--- config.mk ---
export PLATFORM = sky130hd
export DESIGN_NAME = instr_fetch
export DESIGN_NICKNAME = d
export VERILOG_FILES = /design/src/rtl/instr_fetch.sv
export SDC_FILE = /design/constraint.sdc
export NUM_CORES = 1
export LEC_CHECK = 0
export BUFFER_PORTS_ARGS = -buffer_cell sky130_fd_sc_hd__buf_2
export CORE_MARGIN = 2
export CORE_UTILIZATION = 55
export CTS_CLUSTER_DIAMETER = 80
export DETAILED_ROUTE_END_ITERATION = 10
export PLACE_DENSITY = 0.83
export SYNTH_ARGS = -nofsm -noshare
export SYNTH_HDL_FRONTEND = slang
export SYNTH_SLANG_ARGS = --single-unit
--- constraint.sdc ---
create_clock -name clk -period 4.09 [get_ports clk]
set_input_delay 0.409 -clock clk [delete_from_list [all_inputs] [get_ports clk]]
set_output_delay 0.409 -clock clk [all_outputs]
set_load 0.01 [all_outputs]
--- src/rtl/instr_fetch.sv ---
// Instruction fetch unit: owns the PC, fetches words over req/ack and hands them
// to the decoder under valid/ready; next PC comes from jump/branch/zero on accept.
module instr_fetch #(
    parameter logic [31:0] PC_RESET    = 32'h0000_3000,
    parameter int          ACK_TIMEOUT = 16
) (
    input  logic        clk,
    input  logic        rst,
    output logic        imem_req,
    output logic [31:0] imem_addr,
    input  logic        imem_ack,
    input  logic [31:0] imem_rdata,
    output logic [31:0] instr,
    output logic [5:0]  opcode,
    output logic [5:0]  funct,
    output logic [31:0] pc,
    output logic        instr_valid,
    input  logic        instr_ready,
    input  logic        jump,
    input  logic        branch,
    input  logic        zero,
    output logic [31:0] icount,
    output logic        fetch_err
);
    typedef enum logic [1:0] {S_IDLE, S_FETCH, S_HOLD, S_ERR} state_t;

    localparam logic [7:0] TMO_LAST = 8'(ACK_TIMEOUT - 1);

    state_t      r_state;
    logic [31:0] r_pc;
    logic [31:0] r_instr;
    logic [31:0] r_icount;
    logic [7:0]  r_tmo;
    logic        r_req;
    logic        r_valid;
    logic        r_err;

    logic [31:0] w_pc4;
    logic [31:0] w_boff;
    logic [31:0] w_npc;

    assign w_pc4  = r_pc + 32'd4;
    assign w_boff = {{14{r_instr[15]}}, r_instr[15:0], 2'b00};
    // jump outranks branch when the decoder raises both
    assign w_npc  = jump            ? {w_pc4[31:28], r_instr[25:0], 2'b00} :
                    (branch && zero) ? w_pc4 + w_boff : w_pc4;

    always_ff @(posedge clk or negedge rst) begin
        if (!rst) begin
            r_state  <= S_IDLE;
            r_pc     <= PC_RESET;
            r_instr  <= '0;
            r_icount <= '0;
            r_tmo    <= '0;
            r_req    <= 1'b0;
            r_valid  <= 1'b0;
            r_err    <= 1'b0;
        end else begin
            case (r_state)
                S_IDLE: begin
                    if (r_pc[1:0] != 2'b00) begin
                        r_state <= S_ERR;
                        r_err   <= 1'b1;
                    end else begin
                        r_state <= S_FETCH;
                        r_req   <= 1'b1;
                        r_tmo   <= '0;
                    end
                end
                S_FETCH: begin
                    if (imem_ack) begin
                        r_instr <= imem_rdata;
                        r_state <= S_HOLD;
                        r_req   <= 1'b0;
                        r_valid <= 1'b1;
                    end else if (r_tmo == TMO_LAST) begin
                        r_state <= S_ERR;
                        r_req   <= 1'b0;
                        r_err   <= 1'b1;
                    end else begin
                        r_tmo <= r_tmo + 8'd1;
                    end
                end
                S_HOLD: begin
                    if (instr_ready) begin
                        r_icount <= r_icount + 32'd1;
                        r_pc     <= w_npc;
                        r_valid  <= 1'b0;
                        // a misaligned target never gets a request on the bus
                        if (w_npc[1:0] != 2'b00) begin
                            r_state <= S_ERR;
                            r_err   <= 1'b1;
                        end else begin
                            r_state <= S_FETCH;
                            r_req   <= 1'b1;
                            r_tmo   <= '0;
                        end
                    end
                end
                S_ERR: begin
                    r_req   <= 1'b0;
                    r_valid <= 1'b0;
                    r_err   <= 1'b1;
                end
                default: r_state <= S_ERR;
            endcase
        end
    end

    assign imem_req    = r_req;
    assign imem_addr   = r_pc;
    assign pc          = r_pc;
    assign instr       = r_instr;
    assign opcode      = r_instr[31:26];
    assign funct       = r_instr[5:0];
    assign instr_valid = r_valid;
    assign icount      = r_icount;
    assign fetch_err   = r_err;
endmodule

---- Word level (Yosys, flattened, before mapping) ----
Cells that the tools add are included.
storage, ports and cells
  register bits after elaboration ......... 109
  bits of input ports ..................... 39
  output and inout bits ................... 143
  word-level logic and storage cells ...... 68
cells by class
  add/sub/neg operators ................... 4
  eq/ne operators ......................... 14
  multiplexer cells ....................... 29
  reductions and logical operators ........ 13
operator list
  operator                 number
  $mux W32                 2
  $mux W8                  5
  $add A32 B1 Y32 const B  1
  $add A32 B3 Y32 const B  1
  $add A32 B32 Y32         1
  $pmux W8 S3              1
  $ne A2 B2 Y1 const B     9
  $mux W1                  12
  $mux W2                  5
  $add A8 B1 Y8 const B    1
  $eq A8 B4 Y1 const B     1
  $pmux W1 S4              2
  $pmux W2 S3              1
  $reduce_and A3 Y1        2
  $reduce_and A6 Y1        1
  $reduce_bool A3 Y1       2
  $reduce_and A5 Y1        1
  $eq A2 B2 Y1 const B     2
  $reduce_and A2 Y1        2
  $reduce_and A4 Y1        1
  $reduce_bool A2 Y1       2
  $ne A3 B3 Y1 const B     1
  $pmux W1 S3              1
  $eq A2 B1 Y1 const B     1
  2 further kinds          2

---- Depth between registers and ports, before layout ----
Gate-level depths: netlist of the first run.
  depth after elaboration ................. 8
  mapped depth ............................ 17
  mapped depth without buffers ............ 16

---- Worst setup path before layout of the first run ----
OpenSTA, ideal clock, no wires.
  kind .................................... register to register
  from .................................... register r_pc[12] (netlist: imem_addr[12])
  to ...................................... register r_pc[31] (netlist: imem_addr[31])
  setup time .............................. 0.069 ns
  arrival time ............................ 3.443 ns
  required time ........................... 4.021 ns
  path slack .............................. 0.579 ns
  stages on the path, launching flop included .. 16
  buffers on the path ..................... 1
  period minus slack after synthesis ...... 3.511 ns
  cells stage by stage .................... dfstp_2 -> and3_1 -> and4_1 -> and2_1 -> nand3_1 -> xnor2_1 -> ha_1 -> buf_6 -> a2111oi_0 -> a32oi_1 -> nor2b_1 -> nor3_2 -> nor2_4 -> xor2_1 -> a2111o_1 -> nand3_1
on the way
  cells in the longest elaborated chain, start to end .. 4
RTL lines
  what                    RTL line  text
  start, declared         30        logic [31:0] r_pc;
  start signal, assigned  87        r_pc <= w_npc;
  $add A32 B3 Y32 *       42        assign w_pc4 = r_pc + 32'd4;
  $add A32 B32 Y32        46        (branch && zero) ? w_pc4 + w_boff : w_pc4;
  $mux W32                46
  $mux W32 *              45        assign w_npc = jump ? {w_pc4[31:28], r_instr[25:0], 2'b00} :
Mark *: on every way between the ends. The rest lies on a longest branch, timed or not.
A chain may end at the register's enable or synchronous reset.

---- Final worst setup path of the first run ----
Ends and elaborated chain as after synthesis.

==> results of run 1 <==
through the flow:
stage,area (sq um),worst slack [ns]
2_1_floorplan,7620,0.579
3_3_place_gp,8340,0.286
3_5_place_dp,8340,0.208
4_1_cts,8670,0.172
5_1_grt,8690,-0.0322
6_report,8690,0.0662
flip-flops by register name, indices dropped and copies added, names as in the netlist:
signal	cells
icount	32
imem_addr	32
instr	32
r_tmo	8
r_state	2
fetch_err	1
imem_req	1
instr_valid	1
worst paths after layout:
| path | slack (ns) | end | cells after the start |
|---|---|---|---|
| max | 0.07 | imem_addr[31] | 14 |
| min | 0.24 | r_tmo[5] | 1 |
| max reg2reg | 0.07 | imem_addr[31] | 14 |
| min reg2reg | 0.49 | icount[31] | 1 |
| max in group asynchronous | 2.91 | icount[27] | 2 |
| min in group clk | 0.27 | instr[16] | 2 |
where the power goes:
| group | total [W] | internal (W) | switching [W] | leakage [nW] |
|---|---|---|---|---|
| combinational | 0.00422 | 0.00178 | 0.00244 | 2.74 |
| clock | 0.000952 | 0.000497 | 0.000455 | 0.156 |
| sequential | 0.00190 | 0.00142 | 0.000477 | 1.37 |
cell families (layout without fill, tap and decap cells):
logic type	Yosys count	after routing	synth area share [%]
AND/OR/NAND/NOR	275	275	18.0
adder cells (fa/ha/maj)	45	45	7.49
XOR/XNOR	86	86	9.89
flip-flops	109	109	35.8
other	0	1	0
buffers and inverters	87	224	7.19
multiplexers	36	36	5.27
AO/OA/AOI/OAI	187	187	16.3
per-layer routing:
layer | up-vias | share of wire (%) | track usage [%]
met1 | 3288 | 42 | 38.0
met3 | 60 | 7.3 | 3.93
met4 | 0 | 3.5 | 12.4
met2 | 311 | 47 | 44.5
li1 | 3207 | - | -
met5 | - | 0 | 0
synth_stat cells, types with 2 or more instances:
cell      number  area, sq um
a2111o_1       2         22.5
a211oi_1      11         82.6
a21o_1        22          165
a21oi_1       47          235
a221oi_1      13          114
a31o_2         2         17.5
a31oi_1        3         18.8
and2_0         2         12.5
and2_1         7         43.8
and3_1        31          194
and3_2         2         15.0
and4_1         6         52.6
buf_1          4         15.0
buf_4         46          345
buf_6          3         33.8
clkbuf_1      14         52.6
clkbuf_8       2         27.5
dfrtp_1      107         2680
dfstp_2        2         52.6
ha_1          44          551
inv_1         17         63.8
mux2_2        33          372
mux2i_1        3         30.0
nand2_1       78          293
nand2b_1       4         25.0
nand3_1       40          200
nand4_1       19          119
nor2_1        52          195
nor2b_1        6         37.5
nor3_1        11         55.1
nor3_2         2         20.0
nor3b_1        3         22.5
nor4_1         4         25.0
o211a_1        2         20.0
o211ai_1       5         37.5
o21ai_0       40          200
o21ai_1        7         35.0
o21bai_1       6         45.0
o221ai_1       2         17.5
o22ai_1        4         25.0
o31ai_1        6         45.0
or2_1          2         12.5
or3_1          2         12.5
xnor2_1       56          490
xor2_1        30          263
layout make-up:
cell class / instances / area, sq um
fill: 1189 / 5030
clock buffer: 9 / 225
inverter: 17 / 63.8
multi-input combinational: 629 / 4360
clock inverter: 7 / 101
sequential: 109 / 2730
timing repair buffer: 191 / 983
tap: 180 / 225
antenna: 1 / 2.50
what timing repair did:
item,CTS,global route
endpoints found under the hold margin,0,0
gates resized for setup,0,3
setup endpoints to repair,0,3
worst max-delay path, cell delays in order, from the launching register on:
cell	delay [ns]
dfstp_2	0.58
and3_1	0.17
and4_1	0.27
and2_1	0.23
nand3_1	0.11
xnor2_1	0.24
ha_1	0.38
a2111oi_0	0.58
a32oi_1	0.22
nor2b_1	0.21
nor3_2	0.25
nor2_4	0.08
xor2_1	0.16
a2111o_1	0.41
nand3_1	0.08
==> metrics.txt, run 1 <==
status=finished, final reports clean; Vias=6,866; Synthesized Nets=909; CTS Root Cell=clkbuf_16; total CTS buffers=9; DRC viols=0; CP startpoint kind=register; CP Class=register to register; worst slew pin tran=~1.0 ns; DIE HEIGHT=between 100 and 150 microns; RR Startpoint=imem_addr[12]; Worst-Skew Late Latency=0.36 ns; RSZ-0062 raised after global routing=true; post-DP HPWL=roughly 15 mm; H-Tree Level Count=3; Worst setup EP type=register; Gate Count Post-Synth=825; PwrDens=814 nW/um^2; highest attainable clock frequency=between 0.2 and 0.25 GHz; row count=43; initial core utilization=55.5%; Sink Count=109; Syn. warnings=0; WP data arrival=4.33 ns; Slew headroom=~30%; final non-filler cell total=1,143; commonest non-fill, non-tap cell in the layout=buf_2; Max VDD drop=about 0.43 mV; die width=122 microns; Synth cell types=66; max-slew violations=0; wire per inst=roughly 18 microns; IO buf count=181; First-pass DRT Iterations=5; hold_ws=0.238 ns; Post-synth EDFFs=0; Leakage=4.27 nW; share of cells above drive strength 1=26.7%; Die Area=approximately 15,000 sq um; CTS tree=built; placed insts=1,126; GR Overflow Total=0; Post-DRT Antenna Nets=0; Placer Congestion=0.951; top_reg_cell synth=dfrtp_1; Post-Syn Area=between 7000 and 8000 sq um; # IOs=182; Avg Cell Area, Syn=a little over 9 sq um; crit path launch=imem_addr[12]; crit share post-route=98.4%; HP Class=primary input to async pin; final core occ=63.3%; Layout Nets=1,041; pin count of the biggest net entering global routing=84; Clock Path Buffers=2; CTS clock-pin slew for the worst setup and hold paths=roughly 0.080 ns; initial DRC count=between 600 and 700; Setup Viol. Count Final=0; most frequent cells in the layout=buf_2 (180), dfrtp_1 (107), nand2_1 (78), xnor2_1 (55), nor2_1 (52); post-CTS setup buffers=0; initial antenna violation count=0; setup TNS=0 ns; post-DR vias/cell=~6; final wirelength=between 20 and 25 mm; Fin. Hold Viols=0; gr usage total=approximately 28%; core area=approximately 14,000 sq um; Final min period=4.02 ns; Worst EP required=4.39 ns; Post-synth ARST share=between 90% and 100%; Tot Pwr=0.00707 W; Max FO, Critical Path=9; post-synthesis sequential area ratio=between 30 and 40%; Layout Area Growth over Synthesis=14.1%; # Max-Cap Violations=0; Final Skew=0.00625 ns; FF+latch count, synth=109; CTS Hold Buffers Added=0; first-pass GRT wire length=32.5 mm; vias in the first global route=6,254
(Power assumes the default switching activity.)
==> inputs of run 2 (changes only) <==
- CTS_BUF_LIST: unset -> sky130_fd_sc_hd__clkbuf_4 sky130_fd_sc_hd__clkbuf_8
==> metrics.txt, run 2 (same netlist as run 1, synthesis figures left out) <==
Final Skew=0.0106 ns; sw power=0.00334 W; row count=43; status=finished, final reports clean; wire per inst=17.8 microns; Slew headroom=30.1%; WP data arrival=4.23 ns; post-CTS setup buffers=0; die width=122 microns; Fillers=1,206; Placer Congestion=0.951; share of cells above drive strength 1=26.7%; Post-DRT Antenna Nets=0; Clock Path Buffers=2; antenna diode count=0; IO buf count=181; post-DP HPWL=15.1 mm; DRC viols=0; crit path launch=imem_addr[12]; crit share post-route=a little over nine tenths; post-DR vias/cell=5.99; gr usage total=27.7%; commonest non-fill, non-tap cell in the layout=buf_2; CP Class=register to register; final worst setup slack=0.206 ns; Flop pwr share=27.7%; Worst setup EP type=register; Critical R2R Capture=imem_addr[31]; Fin. Hold Viols=0; Cell Int Power=0.00351 W; Final min period=3.88 ns; Setup Viol. Count Final=0; HP Class=primary input to async pin; PwrDens=between 700 and 800 nW/um^2; Die Area=14,800 sq um; # IOs=182; initial core utilization=between 50% and 60%; worst slew pin tran=1.05 ns; clock network power share=10.7%; Post-Layout Inst Area=8580 sq um; total CTS buffers=9; Layout Nets=around 1,000; initial DRC count=roughly 700; Reg2Reg Setup Slack=approximately 0.2 ns; CTS clock-pin slew for the worst setup and hold paths=0.12 ns; vias in the first global route=about 6,200; switch share=48.8%; worst-case reg-to-reg path depth=14; Max FO, Critical Path=9; crit path to=imem_addr[31]; # Max-Cap Violations=0; DIE HEIGHT=122 microns; Comb pwr share=61.6%; most frequent cells in the layout=buf_2 (180), dfrtp_1 (107), nand2_1 (78), xnor2_1 (55), nor2_1 (52); Worst EP required=4.44 ns; Worst-Skew Late Latency=0.40 ns; Layout Area Growth over Synthesis=12.7%; RR Startpoint=imem_addr[12]; Leakage=around 4.2 nW; dpl ws=0.208 ns; setup TNS=0 ns; highest attainable clock frequency=0.257 GHz; initial antenna violation count=0; CP startpoint kind=register; RSZ-0062 raised after global routing=true; GR Overflow Total=0; First-pass DRT Iterations=6; CTS Hold Buffers Added=0; pin count of the biggest net entering global routing=between 80 and 90; CTS tree=built; H-Tree Level Count=3; Area after DPL=8340 sq um; CTS Root Cell=clkbuf_8; max-slew violations=0; final wirelength=20.3 mm; Max VDD drop=between 0.4 and 0.5 mV; Sink Count=109; core area=around 14,000 sq um; Tot Pwr=roughly 0.0068 W; Vias=6,838; first-pass GRT wire length=32.2 mm
run 2: cell types whose count changed in the layout (fill, tap and decap cells not counted), sizes merged:
cell and change:
diode -1
run 2: power by group through the flow:
stage               Sequential [W]  Combinational (W)  Clock (W)
floorplan                  0.00195            0.00306          0
global placement           0.00188            0.00404          0
detailed placement         0.00190            0.00412          0
CTS                        0.00188            0.00415   0.000751
global route               0.00194            0.00461   0.000798
finish                     0.00189            0.00422   0.000734
run 2: final cells by class:
| type | instances | area [sq um] | area share, % |
|---|---|---|---|
| clock buffer | 9 | 124 | 1.44 |
| clock inverter | 7 | 101 | 1.18 |
| inverter | 17 | 63.8 | 0.743 |
| multi-input combinational | 629 | 4360 | 50.8 |
| sequential | 109 | 2730 | 31.8 |
| tap | 180 | 225 | 2.62 |
| timing repair buffer | 191 | 983 | 11.5 |
run 2: timing repair:
| action | CTS | global route |
|---|---|---|
| gates resized for setup | 0 | 3 |
| endpoints found under the hold margin | 0 | 0 |
| endpoints found under the setup margin | 0 | 4 |
run 2: how the worst min path moves through the flow:
stage | end
global placement | icount[31]
finish | r_tmo[5]
global route | instr[30]
CTS | instr[6]
floorplan | fetch_err
detailed placement | fetch_err
run 2: layer usage:
| layer | wire length, microns | vias to the layer above | share of wire, % | track usage (%) |
|---|---|---|---|---|
| met2 | 9620 | 300 | 47 | 43.9 |
| met5 | 0 | - | 0 | 0 |
| li1 | - | 3191 | - | - |
| met3 | 1490 | 49 | 7.3 | 4.63 |
| met1 | 8560 | 3298 | 42 | 37.9 |
| met4 | 606 | 0 | 3.0 | 11.1 |
run 2: per-stage QoR:
stage | cells | hold slack, ns | util [%]
detailed placement | 1126 | 0.460 | 60.8
global route | 1142 | 0.209 | 62.6
finish | 1142 | 0.158 | 62.6
global placement | 1126 | 0.454 | 60.8
CTS | 1142 | 0.213 | 62.4
floorplan | 825 | 0.113 | -
run 2: worst max-delay path: stages, from the launching register on:
cell	delay, ns
dfstp_2	0.60
and3_1	0.17
and4_1	0.27
and2_1	0.23
nand3_1	0.11
xnor2_1	0.23
ha_1	0.38
a2111oi_0	0.45
a32oi_1	0.19
nor2b_1	0.20
nor3_2	0.25
nor2_4	0.09
xor2_1	0.16
a2111o_1	0.41
nand3_1	0.08
==> inputs of run 3 (changes only) <==
- CTS_BUF_LIST: sky130_fd_sc_hd__clkbuf_4 sky130_fd_sc_hd__clkbuf_8 -> sky130_fd_sc_hd__clkbuf_4
- clock period: 4.09 -> 4.89 ns (I/O delays scaled with it)
==> metrics.txt, run 3 (same netlist as run 1, synthesis figures left out) <==
initial core utilization=55.5%; H-Tree Level Count=3; Post-DRT Antenna Nets=0; CP startpoint kind=register; Reg2Reg Setup Slack=between 0.8 and 0.9 ns; wire per inst=17.5 microns; Final Skew=0.0249 ns; CTS Root Cell=clkbuf_4; CTS Hold Buffers Added=0; CTS tree=built; Worst-Skew Late Latency=0.52 ns; WP data arrival=4.50 ns; Die Area=about 15,000 sq um; DIE HEIGHT=122 microns; crit path cell chain=and3_1 -> and4_1 -> nand3_1 -> nor3b_1 -> nand2_1 -> xnor2_1 -> ha_1 -> a21o_1 -> a21oi_1 -> nand3_1 -> nor3_2 -> nor2_4 -> xor2_1 -> a2111o_1 -> nand3_1; Layout Nets=1,035; row count=43; status=finished, final reports clean; pin count of the biggest net entering global routing=65; final core occ=61.5%; core area=13,700 sq um; gr usage total=around 27%; GR Overflow Total=0; Area after DPL=8300 sq um; highest attainable clock frequency=0.247 GHz; # IOs=182; # Max-Cap Violations=0; delay-heaviest family, CP=simple AND/OR/NAND/NOR gates; Post-Layout Inst Area=8440 sq um; final wirelength=approximately 20 mm; share of cells above drive strength 1=25.9%; post-DP HPWL=between 10 and 15 mm; Final min period=4.04 ns; Post-CTS Resized=0; most frequent cells in the layout=buf_2 (180), dfrtp_1 (107), nand2_1 (78), xnor2_1 (56), nor2_1 (52); Slew headroom=14.3%; first-pass GRT wire length=31.6 mm; CTS clock-pin slew for the worst setup and hold paths=~0.19 ns; final non-filler cell total=1,137; critical path's most frequent cell=nand3_1; Worst path max stage delay=slightly above 0.5 ns; placed insts=about 1,100; die width=122 microns; hold_ws=0.0204 ns; Sink Count=109; DRC viols=0; PwrDens=656 nW/um^2; initial DRC count=682; Fin. Hold Viols=0; Leakage=4.15 nW; max-slew violations=0; HP Class=primary input to async pin; post-CTS setup buffers=0; post-DR vias/cell=~6; worst slew pin tran=1.28 ns; total CTS buffers=9; RSZ-0062 raised after global routing=false; Layout Area Growth over Synthesis=10.8%; Clock Path Buffers=2; Critical path buffers and inverters=0; critical path's slowest cell=dfrtp_1; commonest non-fill, non-tap cell in the layout=buf_2; First-pass DRT Iterations=7; initial antenna violation count=1; Placer Congestion=0.991; Worst setup EP type=register; Vias=6,709; vias in the first global route=6,227; crit share post-route=between 80% and 90%; IO buf count=181; CP Class=register to register; Max VDD drop=0.371 mV; Max FO, Critical Path=8; Setup Viol. Count Final=0; Worst EP required=5.35 ns; setup TNS=0 ns
[run 3: changes by cell type in the layout (fill, tap and decap cells not counted), sizes merged]
cell    change
diode       +1
bufinv      -1
clkbuf      +1
buf         -6
[run 3: path summary, 6_finish.rpt]
kind                                 from       endpoint  depth (start not counted)
hold reg to reg                icount[31]     icount[31]                          1
hold / removal                        rst    instr_valid                          1
setup reg to reg             imem_addr[4]  imem_addr[31]                         15
setup / recovery             imem_addr[4]  imem_addr[31]                         15
min in group clk           imem_rdata[20]      instr[20]                          2
max in group asynchronous             rst   imem_addr[6]                          2
[run 3: cell type report]
class / instances / area, sq um
Fill cell: 1209 / 5280
Multi-Input combinational cell: 629 / 4340
Sequential cell: 109 / 2730
Timing Repair Buffer: 185 / 938
Tap cell: 180 / 225
Clock buffer: 10 / 75.1
Clock inverter: 6 / 66.3
Inverter: 17 / 63.8
Antenna cell: 1 / 2.50
[run 3: where the power goes]
group | internal, W | total, W | switching, W
Combinational | 0.00147 | 0.00347 | 0.00200
Sequential | 0.00118 | 0.00160 | 0.000415
Clock | 0.000126 | 0.000469 | 0.000343
Total | 0.00278 | 0.00554 | 0.00276
[run 3: layer usage]
layer | vias to the layer above | GRT usage (%) | wire, microns
li1 | 3184 | - | -
met1 | 3219 | 37.6 | 8800
met2 | 257 | 42.7 | 9200
met3 | 49 | 4.21 | 1280
met4 | 0 | 11.9 | 617
met5 | - | 0 | 0
[run 3: per-stage QoR]
step / power, W / worst slack, ns
floorplan: 0.00419 / 1.38
global placement: 0.00494 / 1.03
detailed placement: 0.00501 / 0.938
CTS: 0.00550 / 0.911
global route: 0.00598 / 0.512
finish: 0.00554 / 0.846
